===== src/rtl/spi_pkg.sv =====
// Shared SPI core definitions: core mode encodings and the baud divisor width.
// Used by the baud generator, the APB slave interface and the slave-select block.
package spi_pkg;

  localparam logic [1:0] SPI_RUN  = 2'b00;
  localparam logic [1:0] SPI_WAIT = 2'b01;
  localparam logic [1:0] SPI_STOP = 2'b10;

  localparam int BAUD_DIV_W = 12;

endpackage


===== src/rtl/spi_baud_generator.sv =====
// SPI serial clock divider. Emits launch/sample strobes one PCLK cycle ahead of each SCLK edge.
// SCLK is held at the CPOL idle level whenever no transfer is running.
module spi_baud_generator
  import spi_pkg::*;
(
  input  logic                  PCLK,
  input  logic                  PRESET,
  input  logic                  ss_i,
  input  logic [1:0]            spi_mode_i,
  input  logic                  spiswai_i,
  input  logic                  cpol_i,
  input  logic                  cpha_i,
  input  logic [2:0]            sppr_i,
  input  logic [2:0]            spr_i,
  output logic                  sclk_o,
  output logic                  miso_receive_sclk_o,
  output logic                  miso_receive_sclk0_o,
  output logic                  mosi_send_sclk_o,
  output logic                  mosi_send_sclk0_o,
  output logic [BAUD_DIV_W-1:0] baudratedivisor_o
);

  localparam int CNT_W = BAUD_DIV_W - 1;

  logic [CNT_W-1:0] count_q, count_d;
  logic [CNT_W-1:0] half, half_m1;
  logic             sclk_q, sclk_d;
  logic             running, edge_hit, sample_rise, rise_next;

  // (sppr+1) peaks at 8 and the shift at 8, so 2048 is the largest divisor and fits.
  assign baudratedivisor_o = BAUD_DIV_W'({1'b0, sppr_i} + 4'd1) << ({1'b0, spr_i} + 4'd1);
  assign half              = baudratedivisor_o[BAUD_DIV_W-1:1];
  assign half_m1           = half - CNT_W'(1);

  assign running = !ss_i && ((spi_mode_i == SPI_RUN) ||
                             ((spi_mode_i == SPI_WAIT) && !spiswai_i));

  // >= so that a divisor shrinking mid-phase forces an edge instead of a long wrap.
  assign edge_hit    = running && (count_q >= half_m1);
  assign sample_rise = (cpha_i == cpol_i);
  assign rise_next   = !sclk_q;

  always_comb begin
    count_d = count_q;
    sclk_d  = sclk_q;
    if (!running) begin
      count_d = '0;
      sclk_d  = cpol_i;
    end else if (edge_hit) begin
      count_d = '0;
      sclk_d  = ~sclk_q;
    end else begin
      count_d = count_q + CNT_W'(1);
    end
  end

  always_ff @(posedge PCLK) begin
    if (PRESET) begin
      count_q <= '0;
      sclk_q  <= 1'b0;
    end else begin
      count_q <= count_d;
      sclk_q  <= sclk_d;
    end
  end

  assign sclk_o               = sclk_q;
  assign miso_receive_sclk_o  = edge_hit &&  rise_next &&  sample_rise;
  assign miso_receive_sclk0_o = edge_hit && !rise_next && !sample_rise;
  assign mosi_send_sclk_o     = edge_hit && !rise_next &&  sample_rise;
  assign mosi_send_sclk0_o    = edge_hit &&  rise_next && !sample_rise;

endmodule


===== config.mk =====
export PLATFORM = sky130hd
export DESIGN_NAME = spi_baud_generator
export DESIGN_NICKNAME = d
export VERILOG_FILES = /design/src/rtl/spi_pkg.sv /design/src/rtl/spi_baud_generator.sv
export SDC_FILE = /design/constraint.sdc
export NUM_CORES = 1
export LEC_CHECK = 0
export ABC_AREA = 1
export CORE_UTILIZATION = 45
export CTS_BUF_LIST = sky130_fd_sc_hd__clkbuf_4
export DETAILED_ROUTE_END_ITERATION = 16
export PLACE_DENSITY = 0.73
export SYNTH_ARGS = -nofsm -noshare
export SYNTH_HDL_FRONTEND = slang
export SYNTH_SLANG_ARGS = --single-unit

===== constraint.sdc =====
create_clock -name PCLK -period 5.3 [get_ports PCLK]
set_input_delay 1.06 -clock PCLK [delete_from_list [all_inputs] [get_ports PCLK]]
set_output_delay 1.06 -clock PCLK [all_outputs]
set_load 0.005 [all_outputs]

After elaboration in Yosys (flattened, before gate mapping)
Cells that the tools add are included.
{"block": "word_totals", "regBits": 12, "out_inout_bits": 17, "word_cells": 31, "inputBits": 14}
{"block": "op_classes", "shifts": 1, "n_mux": 2, "n_addsub": 4, "n_reduce_logical": 16, "bitwise_logic": 2, "n_lt_le_gt_ge": 1, "n_eq_ne": 3}
{"op": "$shl A4 B4 Y12", "count": 1}
{"op": "$add A11 B1 Y11 const B", "count": 1}
{"op": "$ge A11 B11 Y1", "count": 1}
{"op": "$sub A11 B1 Y11 const B", "count": 1}
{"op": "$logic_and A1 B1 Y1", "count": 9}
{"op": "$add A3 B1 Y4 const B", "count": 2}
{"op": "$logic_not A1 Y1", "count": 4}
{"op": "$reduce_or A3 Y1", "count": 1}
{"op": "$eq A2 B1 Y1 const B", "count": 1}
{"op": "$logic_not A2 Y1", "count": 1}
{"op": "$mux W1", "count": 2}
{"op": "$ne A2 B1 Y1 const B", "count": 1}
{"op": "$not A1 Y1", "count": 2}
{"op": "$eq A1 B1 Y1", "count": 1}
{"op": "$logic_or A1 B1 Y1", "count": 1}

Longest topological paths before layout
{"block": "logic_depth", "word_depth": 7, "mapped_depth": 23, "depth_no_buf": 22}

Least setup slack after synthesis
Ideal clock, no wire load.
{"block": "synth_timing", "path_kind": "in2out", "startpoint": "input port spr_i[0]", "endpoint": "output port miso_receive_sclk0_o", "required_time_ns": 4.240, "stages": 19, "arrival_time_ns": 3.472, "slack_ns": 0.768, "n_path_buf": 1, "cell_sequence": "ha_1 -> buf_4 -> inv_1 -> nand3_1 -> nand3_1 -> ha_1 -> nand2_1 -> nor2_4 -> nand2_1 -> xor2_1 -> ha_1 -> nand2_1 -> inv_1 -> nand3_1 -> nor3_1 -> o21ai_0 -> a21oi_1 -> nand2_1 -> nor2_1"}
{"block": "synth_between", "elab_chain_cells": 7}
{"element": "start: declaration", "line": "spi_baud_generator.sv:14", "text": "input logic [2:0] spr_i,"}
{"element": "$add A3 B1 Y4", "line": "spi_baud_generator.sv:31", "text": "assign baudratedivisor_o = BAUD_DIV_W'({1'b0, sppr_i} + 4'd1) << ({1'b0, spr_i} + 4'd1);"}
{"element": "$shl A4 B4 Y12", "line": "spi_baud_generator.sv:31"}
{"element": "$sub A11 B1 Y11", "line": "spi_baud_generator.sv:33", "text": "assign half_m1 = half - CNT_W'(1);"}
{"element": "$ge A11 B11 Y1", "line": "spi_baud_generator.sv:39", "text": "assign edge_hit = running && (count_q >= half_m1);"}
{"element": "$logic_and A1 B1 Y1", "line": "spi_baud_generator.sv:39"}
{"element": "$logic_and A1 B1 Y1 (2 in series)", "line": "spi_baud_generator.sv:69", "text": "assign miso_receive_sclk0_o = edge_hit && !rise_next && !sample_rise;"}
{"element": "end: declaration", "line": "spi_baud_generator.sv:17", "text": "output logic miso_receive_sclk0_o,"}
No other way between the ends.

Worst setup path after layout
Same ends and word-level chain as after synthesis.

==> impl_metrics.ini <==
[yosys]
synth_top_cells_by_area = dfxtp_1, ha_1, nand2_1
netlist_area_um2 = 1380
ys_warn_count = 0
yosysTopAreaCell = dfxtp_1
synthCells = 211
synth_top_area_share_pct = 17.4
synthDistinctLibCells = 28
ys_ff_latch = 12
ys_seq_area_share_pct = 17.4
syn_area_per_cell_um2 = 6.55
syn_nets = 240

[finish]
area_growth_pct = 52.9
drive_gt1_share_pct = 27.7
diodes = 0
final_common_cell = nand2_1
final_cell_mix = nand2_1, buf_4, nor2_1, inv_1, clkdlybuf4s50_1
instances_no_fill = 313
nFillCells = 238
final_net_count = 312
multi_input_area_um2 = 1090
regArea_um2 = 240

[power]
p_per_area_nw_per_um2 = 167
peakVddDrop_mv = 0.133
power_w = 0.000354
leakagePower_nw = 1.12

[placed_design]
portBuffers = 30
place.gp.congestion = 0.850
dp_slack_ps = -313
place_hpwl_mm = 2.70
dp_cells = 306

[clocking]
cts_max_level = 1
path_clk_slew_ps = 80
clock_path_buffers = 2
cts_root_buffer = clkbuf_4
numCtsBuffers = 3
holdBufCountCts = 0
clkSinkCount = 12
clock_latency_ps = 280
cts_tree = yes

[global_routing]
busiest_layer = met1
overflow = 0
grt_util_met3_pct = 5.44
grt.met1_usage_pct = 32.7
grt_pass1_vias = 1299
antenna_found_initial = 0
grtUsageMet2_pct = 30.7
grt_max_degree = 12
grt_pass1_wl_mm = 5.64
grt_use_total_pct = 21.6

[setup_path]
worstSetupStartpointType = primary input
required_ps = 4240
endpoint_kind = output port
reg2reg_from = count_q[0]$_SDFF_PP0_
worstPathArrival_ps = 3820
timing.rr.end = count_q[7]$_SDFF_PP0_
reg2reg_depth = 10
worst-r2r-setup-slack_ps = 3220
cp_max_fo = 5
crit_type = primary input to output port

[floorplan]
dieHeight_um = 57.4
initial_core_util_pct = 48.8
dieArea_um2 = 3300
core.rowCount = 19
die_x_um = 57.4
core_area_um2 = 2830
pin_count = 31

[drt]
drt_wl_total_mm = 3.40
ant_nets = 0
drc = 1
firstDrtPassIters = 10
vias = 1514
vias_per_cell = 4.84
initialDrtViolationCount = 45
wl_per_cell_um = 10.9

[timing]
rsz0062_at_grt = false
finalCritPeriodShare_pct = 92.1
fin_skew_ps = 5.55
hold_slack_ps = 475
tightest_slew_ps = 361
relSlewSlack_pct = 75.9
clock.fmax_ghz = 0.205
slew_viol_final = 0
setup_viol = 0
period_minus_slack_ps = 4880
setup_slack_ps = 419
hold_violations = 0

[flow_run]
drv_cap = 0

[min_path]
hp-start = count_q[0]$_SDFF_PP0_
holdPathEnd = count_q[0]$_SDFF_PP0_
worstHoldPathCells = 1
hold_class = register to register

[outcome]
status = finished, violations left
violations = DRC
## cell families after synthesis
kind of cell	after synthesis	share of synthesized area, %
compound gates	17	8.06
xor+xnor	13	8.24
fa+ha+maj	15	13.6
buf+inv	31	8.79
flops	12	17.4
simple gates	123	43.9
## cells in the mapped netlist (all sizes together)
cell / n
o21ai: 8
buf: 2
inv: 29
a21oi: 6
xor2: 10
ha: 15
xnor2: 3
a31oi: 1
a211o: 1
or2: 1
nand3b: 1
dfxtp: 12
nor2: 36
nand3: 25
nor3: 5
nand4: 5
a21boi: 1
nand2: 50
## state kept, by name, summed over array words and instances (netlist names)
register and cells:
sclk_o 1, count_q 11
## how the worst max path moves through the flow
stage,start,end,slack (ps),depth (start not counted)
4_1_cts,sppr_i[1],miso_receive_sclk0_o,-160,20
5_1_grt,spr_i[0],miso_receive_sclk0_o,170,22
3_3_place_gp,spr_i[0],mosi_send_sclk_o,-260,20
3_5_place_dp,spr_i[1],miso_receive_sclk0_o,-310,20
6_report,spr_i[0],miso_receive_sclk0_o,420,22
2_1_floorplan,spr_i[0],miso_receive_sclk0_o,770,19
## critical path: stages
cell and delay, ps:
dlygate4sd2_1 270, buf_4 170, inv_2 70, buf_4 140
nand3_1 100, nand3_1 120, nand2_1 160, nor2_2 100
nor2_4 120, inv_1 40, nor2_1 140, nand2_1 60
nand2_1 60, nand2_1 50, ha_1 310, nand3_2 100
nor3_2 160, o21ai_1 100, a21oi_1 170, nand2_1 90
nor2_1 90, dlymetal6s2s_1 130
## routing by layer
layer	share of wire (%)	wire length [µm]
met1	52	1780
met4	0.59	20
met2	44	1510
met3	2.8	96
met5	0	0
## report_power, final
part	internal [W]	switching (W)	leakage, nW	total (W)
Combinational	0.000101	0.000101	1.01	0.000203
Clock	0.0000274	0.0000314	0.0154	0.0000587
Sequential	0.0000910	0.000000971	0.0970	0.0000920
## timing repair
action	CTS	global route
gates resized for setup	7	19
pin swaps	5	3
setup buffers	1	2
setup endpoints to repair	4	4
## through the flow
stage	instance area [µm²]	util (%)	setup TNS (ps)
finish	2110	74.7	0
detailed placement	1980	69.9	-1230
floorplan	1380	-	0
CTS	2030	71.9	-627
global placement	1980	69.9	-1030
global route	2110	74.7	0
## final cells by class
type	count	area share [%]
Multi-Input combinational cell	168	51.5
Timing Repair Buffer	69	28.9
Tap cell	31	1.84
Sequential cell	12	11.4
Clock inverter	1	0.178
Clock buffer	3	1.07
Inverter	29	5.15
No activity file was read; power rests on OpenSTA's default activity.
